## config.mk

```make
export PLATFORM = sky130hd
export DESIGN_NAME = quad_decoder_flat
export DESIGN_NICKNAME = d
export VERILOG_FILES = /design/src/rtl/quad_decoder_if.sv /design/src/rtl/quad_decoder.sv /design/src/flat_wrapper.sv
export SDC_FILE = /design/constraint.sdc
export NUM_CORES = 1
export LEC_CHECK = 0
export ABC_CLOCK_PERIOD_IN_PS = 8100
export BUFFER_PORTS_ARGS = -buffer_cell sky130_fd_sc_hd__buf_4
export CAP_MARGIN = 20
export CORE_UTILIZATION = 45
export DETAILED_ROUTE_END_ITERATION = 16
export HOLD_SLACK_MARGIN = 0.05
export PLACE_DENSITY = 0.67
export SYNTH_ARGS = -nofsm -noshare
export SYNTH_HDL_FRONTEND = slang
export SYNTH_SLANG_ARGS = --single-unit
```

## constraint.sdc

```tcl
create_clock -name clk -period 8.1 [get_ports clk]
set_input_delay 1.215 -clock clk [delete_from_list [all_inputs] [get_ports clk]]
set_output_delay 1.215 -clock clk [all_outputs]
set_load 0.02 [all_outputs]
```

## src/rtl/quad_decoder_if.sv

```systemverilog
// Host-side bus of the quadrature decoder: load/clear controls in, position/status out.
interface quad_decoder_if #(
  parameter int CNT_W = 16
);
  logic             load;
  logic [CNT_W-1:0] d_in;
  logic             err_clr;
  logic [CNT_W-1:0] position;
  logic             dir;
  logic             step_valid;
  logic             err;

  modport master (
    output load, d_in, err_clr,
    input  position, dir, step_valid, err
  );

  modport slave (
    input  load, d_in, err_clr,
    output position, dir, step_valid, err
  );
endinterface

```

## src/rtl/quad_decoder.sv

```systemverilog
// Quadrature encoder decoder: 2-flop sync, FILT_LEN-sample level filter, phase FSM, position counter.
// Optional index-pulse clear enabled by defining QDEC_INDEX_EN (adds input i_enc_idx).
module quad_decoder #(
  parameter int CNT_W    = 16,
  parameter int FILT_LEN = 3
) (
  input  logic            clk,
  input  logic            rst_n,
  input  logic            i_enc_a,
  input  logic            i_enc_b,
`ifdef QDEC_INDEX_EN
  input  logic            i_enc_idx,
`endif
  quad_decoder_if.slave   bus
);

  localparam logic [1:0] S00 = 2'b00;
  localparam logic [1:0] S01 = 2'b01;
  localparam logic [1:0] S11 = 2'b11;
  localparam logic [1:0] S10 = 2'b10;

  localparam logic [3:0] FILT_MAX = 4'(FILT_LEN);

  // Next phase in the up direction (A leads B).
  function automatic logic [1:0] up_next(input logic [1:0] s);
    logic [1:0] n;
    case (s)
      S00:     n = S10;
      S10:     n = S11;
      S11:     n = S01;
      S01:     n = S00;
      default: n = S00;
    endcase
    return n;
  endfunction

  logic             r_a_meta, r_a_sync;
  logic             r_b_meta, r_b_sync;
  logic [1:0]       w_ab_sync;

  logic [1:0]       r_cand;
  logic [3:0]       r_cnt;
  logic [1:0]       r_filt;
  logic             r_fvalid;
  logic             r_fnew;
  logic             w_emit;

  logic [1:0]       r_state;
  logic             r_init;
  logic [CNT_W-1:0] r_position;
  logic             r_dir;
  logic             r_step_valid;
  logic             r_err;

  logic [1:0]       w_diff;
  logic             w_step;
  logic             w_illegal;
  logic             w_up;
  logic             w_idx_clr;
  logic [CNT_W-1:0] w_position_nxt;
  logic             w_dir_nxt;
  logic             w_step_valid_nxt;
  logic             w_err_nxt;

  assign w_ab_sync = {r_a_sync, r_b_sync};

  // Two-flop synchronizers for the asynchronous encoder phases.
  always_ff @(posedge clk) begin
    if (!rst_n) begin
      r_a_meta <= 1'b0;
      r_a_sync <= 1'b0;
      r_b_meta <= 1'b0;
      r_b_sync <= 1'b0;
    end else begin
      r_a_meta <= i_enc_a;
      r_a_sync <= r_a_meta;
      r_b_meta <= i_enc_b;
      r_b_sync <= r_b_meta;
    end
  end

  // A candidate level is accepted once, after FILT_LEN identical samples; the
  // first acceptance after reset is forced even if it equals the cleared level.
  assign w_emit = (r_cnt == FILT_MAX) && (!r_fvalid || (r_cand != r_filt));

  // Level filter: count consecutive identical samples and publish accepted levels.
  always_ff @(posedge clk) begin
    if (!rst_n) begin
      r_cand   <= 2'b00;
      r_cnt    <= 4'd0;
      r_filt   <= 2'b00;
      r_fvalid <= 1'b0;
      r_fnew   <= 1'b0;
    end else begin
      if (w_ab_sync != r_cand) begin
        r_cand <= w_ab_sync;
        r_cnt  <= 4'd1;
      end else if (r_cnt != FILT_MAX) begin
        r_cnt <= r_cnt + 4'd1;
      end
      if (w_emit) begin
        r_filt   <= r_cand;
        r_fvalid <= 1'b1;
      end
      r_fnew <= w_emit;
    end
  end

`ifdef QDEC_INDEX_EN
  logic r_idx_meta, r_idx_sync, r_idx_prev;

  // Index synchronizer plus edge-detect history.
  always_ff @(posedge clk) begin
    if (!rst_n) begin
      r_idx_meta <= 1'b0;
      r_idx_sync <= 1'b0;
      r_idx_prev <= 1'b0;
    end else begin
      r_idx_meta <= i_enc_idx;
      r_idx_sync <= r_idx_meta;
      r_idx_prev <= r_idx_sync;
    end
  end

  assign w_idx_clr = r_idx_sync && !r_idx_prev && (r_state == S00) && !r_init;
`else
  assign w_idx_clr = 1'b0;
`endif

  assign w_diff    = r_filt ^ r_state;
  assign w_step    = r_fnew && !r_init && (^w_diff);
  assign w_illegal = r_fnew && !r_init && (&w_diff);
  assign w_up      = (up_next(r_state) == r_filt);

  // Next-state of the host-visible outputs: load beats index beats step; err set beats clear.
  always_comb begin
    w_position_nxt   = r_position;
    w_dir_nxt        = r_dir;
    w_step_valid_nxt = 1'b0;
    w_err_nxt        = r_err;
    if (bus.load) begin
      w_position_nxt = bus.d_in;
    end else if (w_idx_clr) begin
      w_position_nxt = '0;
    end else if (w_step) begin
      if (w_up) begin
        w_position_nxt = r_position + CNT_W'(1);
      end else begin
        w_position_nxt = r_position - CNT_W'(1);
      end
    end else begin
      w_position_nxt = r_position;
    end
    if (w_step && !bus.load) begin
      w_dir_nxt        = w_up;
      w_step_valid_nxt = 1'b1;
    end else begin
      w_dir_nxt        = r_dir;
      w_step_valid_nxt = 1'b0;
    end
    if (w_illegal) begin
      w_err_nxt = 1'b1;
    end else if (bus.err_clr) begin
      w_err_nxt = 1'b0;
    end else begin
      w_err_nxt = r_err;
    end
  end

  // Phase state, INIT flag and registered outputs.
  always_ff @(posedge clk) begin
    if (!rst_n) begin
      r_state      <= S00;
      r_init       <= 1'b1;
      r_position   <= '0;
      r_dir        <= 1'b0;
      r_step_valid <= 1'b0;
      r_err        <= 1'b0;
    end else begin
      if (r_fnew) begin
        r_state <= r_filt;
        r_init  <= 1'b0;
      end
      r_position   <= w_position_nxt;
      r_dir        <= w_dir_nxt;
      r_step_valid <= w_step_valid_nxt;
      r_err        <= w_err_nxt;
    end
  end

  assign bus.position   = r_position;
  assign bus.dir        = r_dir;
  assign bus.step_valid = r_step_valid;
  assign bus.err        = r_err;

endmodule

```

## src/flat_wrapper.sv

```systemverilog
// flat-port wrapper written by rule: the top's interface ports become plain ports
module quad_decoder_flat 
#(
  parameter int CNT_W    = 16,
  parameter int FILT_LEN = 3
)
  (clk, rst_n, i_enc_a, i_enc_b, bus_load, bus_d_in, bus_err_clr, bus_position, bus_dir, bus_step_valid, bus_err);
  quad_decoder_if #(.CNT_W(CNT_W)) bus_i ();
  input  logic clk;
  input  logic rst_n;
  input  logic i_enc_a;
  input  logic i_enc_b;
  input wire logic [$bits(bus_i.load)-1:0] bus_load;
  input wire logic [$bits(bus_i.d_in)-1:0] bus_d_in;
  input wire logic [$bits(bus_i.err_clr)-1:0] bus_err_clr;
  output wire logic [$bits(bus_i.position)-1:0] bus_position;
  output wire logic [$bits(bus_i.dir)-1:0] bus_dir;
  output wire logic [$bits(bus_i.step_valid)-1:0] bus_step_valid;
  output wire logic [$bits(bus_i.err)-1:0] bus_err;
  assign bus_i.load = bus_load;
  assign bus_i.d_in = bus_d_in;
  assign bus_i.err_clr = bus_err_clr;
  assign bus_position = bus_i.position;
  assign bus_dir = bus_i.dir;
  assign bus_step_valid = bus_i.step_valid;
  assign bus_err = bus_i.err;
  quad_decoder #(.CNT_W(CNT_W), .FILT_LEN(FILT_LEN)) u_core (.clk(clk), .rst_n(rst_n), .i_enc_a(i_enc_a), .i_enc_b(i_enc_b), .bus(bus_i));
endmodule
```

=== After elaboration in Yosys (flattened, before gate mapping) ===
Cells that the tools add are included.
W data, S select, Z words.

* Flip-flop bits (word level): 36
* Bits of input ports: 22
* Word-level logic and storage cells: 54

* Add/subtract/negate cells: 3
* Eq/ne operators: 8
* Muxes and demuxes: 9
* Bitwise operators: 2
* Reductions and logical operators: 16

{| class="wikitable"
|+ Operators with widths
! cell !! count
|-
| $mux W16 || 3
|-
| $add A16 B1 Y16 const B || 1
|-
| $sub A16 B1 Y16 const B || 1
|-
| $pmux W2 S4 || 1
|-
| $reduce_bool A2 Y1 || 3
|-
| $logic_and A1 B1 Y1 || 5
|-
| $mux W1 || 5
|-
| $add A4 B1 Y4 const B || 1
|-
| $eq A2 B2 Y1 const B || 2
|-
| $eq A4 B2 Y1 const B || 1
|-
| $ne A2 B2 Y1 || 2
|-
| $ne A4 B2 Y1 const B || 1
|-
| $logic_not A1 Y1 || 3
|-
| $eq A2 B1 Y1 const B || 1
|-
| $eq A2 B2 Y1 || 1
|-
| $logic_not A2 Y1 || 1
|-
| $reduce_and A2 Y1 || 1
|-
| $reduce_or A2 Y1 || 1
|-
| $reduce_xor A2 Y1 || 1
|-
| $xor A2 B2 Y2 || 1
|-
| $logic_or A1 B1 Y1 || 1
|-
| $not A1 Y1 || 1
|}

=== Depth between registers and ports, before layout ===
Gate-level depths: netlist (run 1).

* Depth in word-level cells: 6
* Depth in mapped cells: 12

=== Least setup slack after synthesis (run 1) ===
Ideal clock, no wire load.

* Path kind: register to register
* Start: register u_core.r_filt[1]
* End: register u_core.r_position[10] (netlist: u_core.bus.position[10])
* Data arrival time: 2.712 ns
* Required time: 7.983 ns
* Path slack: 5.270 ns
* Stages on the path, launching flop included: 12
* Path buffers: 1
* Clock period less this slack: 2.830 ns
* Cell sequence: dfxtp_1 -> clkbuf_1 -> xnor2_1 -> nor2_1 -> inv_1 -> ha_1 -> nor2b_4 -> o31a_1 -> o21ai_4 -> nor2_2 -> or3_1 -> a32o_1

* Cells in the longest elaborated chain, start to end: 4
* Elaborated cells on any way between the ends: 8
* Those cells by class: eq/ne: 1; mux: 3; bitwise: 1; reduce/logical: 3

{| class="wikitable"
|+ Ends and longest elaborated chain
! element !! RTL line !! text
|-
| start, declared || quad_decoder.sv:43 || <nowiki>logic [1:0] r_filt;</nowiki>
|-
| start signal, assigned || quad_decoder.sv:102 || <nowiki>r_filt <= r_cand;</nowiki>
|-
| $eq A2 B2 Y1 || quad_decoder.sv:133 || <nowiki>assign w_up = (up_next(r_state) == r_filt);</nowiki>
|-
| via u_core.w_up || quad_decoder.sv:58 || <nowiki>logic w_up;</nowiki>
|-
| $mux W16 || quad_decoder.sv:146 || <nowiki>if (w_up) begin</nowiki>
|-
| $mux W16 || quad_decoder.sv:145 || <nowiki>end else if (w_step) begin</nowiki>
|-
| $mux W16 || quad_decoder.sv:141 || <nowiki>if (bus.load) begin</nowiki>
|-
| end signal, assigned || quad_decoder.sv:184 || <nowiki>r_position <= w_position_nxt;</nowiki>
|-
| end, declared || quad_decoder.sv:50 || <nowiki>logic [CNT_W-1:0] r_position;</nowiki>
|}

The timed path passes the listed nets, and every way through them passes these cells. The select of a mux whose other input is x is not followed.
A chain may end at the register's enable or synchronous reset.

=== Worst setup path after layout (run 1) ===
Same ends and word-level chain as after synthesis.

==> results.cfg, run 1 <==
[logic_synthesis]
synthAdderAreaFrac_pct = 10.97
synth_xor_area_share_pct = 8.618
syn_area_per_cell_um2 = 8.469
synth_area_leaders = dfxtp_1 32%, ha_1 10%, nand2_1 5.4%
synth_flop_cell = dfxtp_1
synth_seq_cells = 36
yosysTopAreaCell = dfxtp_1
synth_nets = 305
synth_compound_area_share_pct = 23.50
yosys.cell_count.top_type = dfxtp_1
synth_top_family_by_area = compound AO/OA/AOI/OAI gates
ys_seq_area_share_pct = 32.23
synth_cells = 264
synth_edf_count = 0
netlist_area_um2 = 2236
yosysWarningCount = 0
async_flop_share_pct = 0
synthSimpleGateAreaFrac_pct = 19.19
synth_cell_types = 49
netlist.area_leader.share_pct = 32.23
synthMuxAreaShare_pct = 2.238
ys_top_cells_by_count = 36 x dfxtp_1, 32 x nand2_1, 18 x ha_1, 17 x o21ai_0, 14 x nor2_1

[placed_design]
detailed_place.area_um2 = 2574
gp_congestion = 0.8336
dp_hpwl_um = 3494
port_buffers = 40

[floorplan]
die_area_um2 = 5255
initial_core_util_pct = 47.03
die_y_um = 72.49
io_pins = 41
die_w_um = 72.49
core_area_um2 = 4755
row_count = 25

[grt]
grt_usage_pct = 20.60
grt_pass1_vias = 1849
antenna_found_initial = 0
grt_max_degree = 35
grt_pass1_wl_um = 8376
grt.overflow.total = 0

[setup_path]
crit_buf_inv = 1
worstPathCellList = xnor2_1 > nor2_1 > inv_1 > ha_1 > nor2b_4 > o31a_1 > o21ai_4 > nor2_2 > or3_1 > a32o_1
crit_family = simple AND/OR/NAND/NOR gates
required_ns = 8.29
cp-start-kind = flip-flop
crit_type = flip-flop to flip-flop
arrival_ns = 3.23
critPathSlowestCell = dfxtp_1
slowest_delay_ns = 0.43
critPathMaxFanout = 16
cp-end-kind = flip-flop

[route]
drt_iter0_drc = 119
wl_per_cell_um = 13.46
first_pass_iters = 4
routed_wl_um = 4941
num_vias = 1950
drcViolationCount = 0
ant_nets = 0
viasPerCell = 5.313

[power_and_ir_drop]
power.density_nw_per_um2 = 174.2
p_leak_nw = 1.188
ir_drop_v = 0.00009950
finalPower_mw = 0.4676

[clocking]
clkTransAtPathRegs_ns = 0.08
htree_levels = 2
cts_root_buffer = clkbuf_8
worstSkewPairLatency_ns = 0.30
post-cts-setup-buffers = 0
cts_buffers = 5
ctsHoldBuffers = 0
cts_tree = yes
numClockSinks = 36
clk_path_buf_depth = 2
post_cts_resized = 0

[sta]
hold_viol = 0
post-route-period-util_pct = 37.57
finalSetupTns_ns = 0
setup_violations = 0
slew_headroom_pct = 57.43
drv_slew = 0
final.setup_skew_ns = 0.007904
fmax_ghz = 0.3286
worstMarginPinSlew_ns = 0.6358
holdWs_ns = 0.4363
fin_crit_ns = 3.044
rsz0062_at_grt = no

[layout]
fin_util_pct = 56.47
antennaDiodeCount = 0
drive_gt1_share_pct = 17.67
area_growth_pct = 20.09
fin_area_um2 = 2685
finalNetCount = 340

[min_path]
hold_path.class = flip-flop to flip-flop

[status]
status = finished, final reports clean

[run]
max-cap-violations = 0
[cells by family after synthesis]
family	count (synthesis)
xor gates and xnor gates	22
adders and majority gates	19
muxes	5
DFF	36
and+or+nand+nor	86
buffers and inverters	19
AOI/OAI and AO/OA	77
[power by group]
| part | switching, mW | internal (mW) |
|---|---|---|
| Sequential | 0.00749 | 0.185 |
| Combinational | 0.0583 | 0.0544 |
| Clock | 0.0710 | 0.0911 |
[stage by stage]
step | setup slack (ns) | std cells
floorplan | 5.270 | 264
global placement | 5.148 | 359
detailed placement | 5.053 | 359
CTS | 5.030 | 367
global route | 4.816 | 367
finish | 5.056 | 367
[registers in the layout (all words and copies together), names as in the netlist, 2 cells and up]
signal and count:
u_core.r_filt 2, u_core.bus.position 16, u_core.r_cand 2, u_core.r_cnt 4
u_core.r_state 2
[worst paths after layout]
check	from	endpoint	slack (ns)	cells past startpoint
worst min register to register	u_core.r_b_meta	u_core.r_b_sync	0.44	1
worst max-delay path	u_core.r_filt[1]	u_core.bus.position[10]	5.06	10
worst min-delay path	u_core.r_b_meta	u_core.r_b_sync	0.44	1
worst max register to register	u_core.r_filt[1]	u_core.bus.position[10]	5.06	10
[area by class of cell]
type	instances	area, µm²
clock buffer	5	68.82
clock inverter	3	42.54
fill	482	2069
inverter	7	26.28
multi-input combinational	209	1443
sequential	36	720.7
tap	67	83.83
timing repair buffer	40	300.3
[layout by cell type (no fill, tap or decap), types with 2 or more instances in the layout]
cell type and count:
nor3_1 3, dfxtp_1 36, o211ai_1 4, o21ai_1 8, o31ai_1 2, mux2i_1 5
inv_1 6, a211oi_1 4, clkbuf_8 5, buf_4 40, and2_1 10, o211a_1 2
a32o_1 2, ha_1 18, xor2_1 9, nand4_1 2, o311ai_0 4, o21ai_0 17
a21o_1 5, nor2b_1 6, nor2_1 14, nand2b_1 7, nand3_1 4, a21boi_0 2
o21a_1 2, and3_1 2, a21oi_1 13, nand2_1 32, xnor2_1 13
[routing by layer]
layer  part of all wire, %  vias up  track usage, %
met1                    51      872           27.58
met4                   1.4        0           6.318
met5                     0        -               0
met2                    43       57           33.13
li1                      -     1011               -
met3                   4.8       10           4.444
[worst reg2reg max path, stage by stage, from the launching register on]
cell     delay (ns)
dfxtp_1        0.43
xnor2_1        0.10
nor2_1         0.29
inv_1          0.36
ha_1           0.44
nor2b_4        0.15
o31a_1         0.29
o21ai_4        0.23
nor2_2         0.07
or3_1          0.34
a32o_1         0.26
Power figures use the tool's default switching activity.
==> run 2, diff against run 1 <==
Settings changed: ABC_CLOCK_PERIOD_IN_PS 8100 to 3000.
Clock period 8.1 ns to 3 ns, I/O delays scaled along.
==> results.cfg, run 2 (synthesis results as in run 1) <==
[run]
max-cap-violations = 0

[floorplan]
die_y_um = 72.49
core_area_um2 = 4755
initial_core_util_pct = 47.03
io_pins = 41
die_w_um = 72.49
row_count = 25
die_area_um2 = 5255

[setup_path]
cp-start-kind = flip-flop
crit_family = compound AO/OA/AOI/OAI gates
crit_buf_inv = 2
worstPathCellList = xnor2_1 > nor2_1 > inv_1 > buf_4 > ha_1 > and2_1 > a22o_1 > o41ai_2 > o31ai_1 > or2_1 > a32o_1
slowest_delay_ns = 0.45
critPathMaxFanout = 11
required_ns = 3.19
crit_type = flip-flop to flip-flop
critPathSlowestCell = dfxtp_1
cp-end-kind = flip-flop
arrival_ns = 2.91

[route]
num_vias = 1953
viasPerCell = 5.264
drcViolationCount = 0
routed_wl_um = 4944
first_pass_iters = 4
ant_nets = 0
wl_per_cell_um = 13.33
drt_iter0_drc = 96

[layout]
antennaDiodeCount = 0
finalNetCount = 344
area_growth_pct = 21.43
largest_reg_flops = 16
fin_cells = 371
mostFrequentLayoutCells = 44 x buf_4, 36 x dfxtp_1, 32 x nand2_1
drive_gt1_share_pct = 18.75
fillerInstances = 463
layout_commonest_cell = buf_4

[sta]
rsz0062_at_grt = no
slew_headroom_pct = 61.94
hold_viol = 0
post-route-period-util_pct = 90.74
setup_violations = 0
fin_crit_ns = 2.722
fmax_ghz = 0.3674
finalSetupTns_ns = 0
drv_slew = 0
worstMarginPinSlew_ns = 0.5683
holdWs_ns = 0.3606
final.setup_skew_ns = 0.007275

[clocking]
cts_buffers = 5
cts_tree = yes
ctsHoldBuffers = 0
post_cts_resized = 0
worstSkewPairLatency_ns = 0.29
cts_root_buffer = clkbuf_8
htree_levels = 2
post-cts-setup-buffers = 0
clk_path_buf_depth = 2
numClockSinks = 36
clkTransAtPathRegs_ns = 0.08

[placed_design]
placedCellCount = 363
gp_congestion = 0.8345
dp_hpwl_um = 3623
port_buffers = 40

[power_and_ir_drop]
power_frac_comb_pct = 24.0
ir_drop_v = 0.0001977
power_frac_clock_pct = 34.7
p_leak_nw = 1.207
p_int_mw = 0.8932
p_sw_mw = 0.3659
switching_share_pct = 29.06
pwr-share-seq_pct = 41.3
power.density_nw_per_um2 = 463.8

[grt]
antenna_found_initial = 0
grt_pass1_wl_um = 8197
grt_usage_pct = 19.94
grt_pass1_vias = 1796
grt.overflow.total = 0
grt_max_degree = 35

[status]
status = finished, final reports clean

[min_path]
hold_path.class = input pin to flip-flop
==> run 2: changes by cell type in the layout (fill, tap and decap cells not counted) <==
cell and change:
buf_4 +4
==> run 2: layout make-up <==
cell class              count  area [µm²]  area share, %
clock buffers               5       68.82          2.535
clock inverters             3       42.54          1.567
inverters                   7       26.28         0.9677
multi-input cells         209        1443          53.13
flip-flops and latches     36       720.7          26.54
well taps                  67       83.83          3.088
repair buffers             44       330.3          12.17
==> run 2: metrics by stage <==
stage,utilization (%),total power [mW],instance area [µm²],setup WS [ns]
6_report,57.11,1.259,2715,0.2778
3_3_place_gp,54.76,0.8313,2604,0.3870
3_5_place_dp,54.76,0.8334,2604,0.3041
2_1_floorplan,-,0.7522,2236,0.1704
4_1_cts,57.11,1.270,2715,0.2963
5_1_grt,57.11,1.325,2715,0.1104
==> run 2: path summary, 6_finish.rpt <==
path	from	cells after the start	endpoint	slack (ns)
worst max register to register	u_core.r_filt[1]	11	u_core.bus.position[14]	0.28
worst max-delay path	u_core.r_filt[1]	11	u_core.bus.position[14]	0.28
worst min register to register	u_core.r_b_meta	1	u_core.r_b_sync	0.44
worst min-delay path	i_enc_b	2	u_core.r_b_meta	0.36
==> run 2: power by group through the flow <==
stage / Combinational [mW] / Sequential, mW / Clock (mW)
after global routing: 0.334 / 0.524 / 0.467
final: 0.302 / 0.520 / 0.437
after floorplan: 0.209 / 0.543 / 0
after detailed placement: 0.302 / 0.531 / 0
after CTS: 0.304 / 0.520 / 0.445
after global placement: 0.299 / 0.532 / 0
==> run 2: per-layer routing <==
metal  wire [µm]  track usage (%)  part of all wire [%]  up-vias
met3         211            3.750                   4.3        5
met2        2247            32.61                    45       38
li1            -                -                     -     1014
met1        2455            26.95                    50      896
met4          30            5.229                  0.61        0
met5           0                0                     0        -
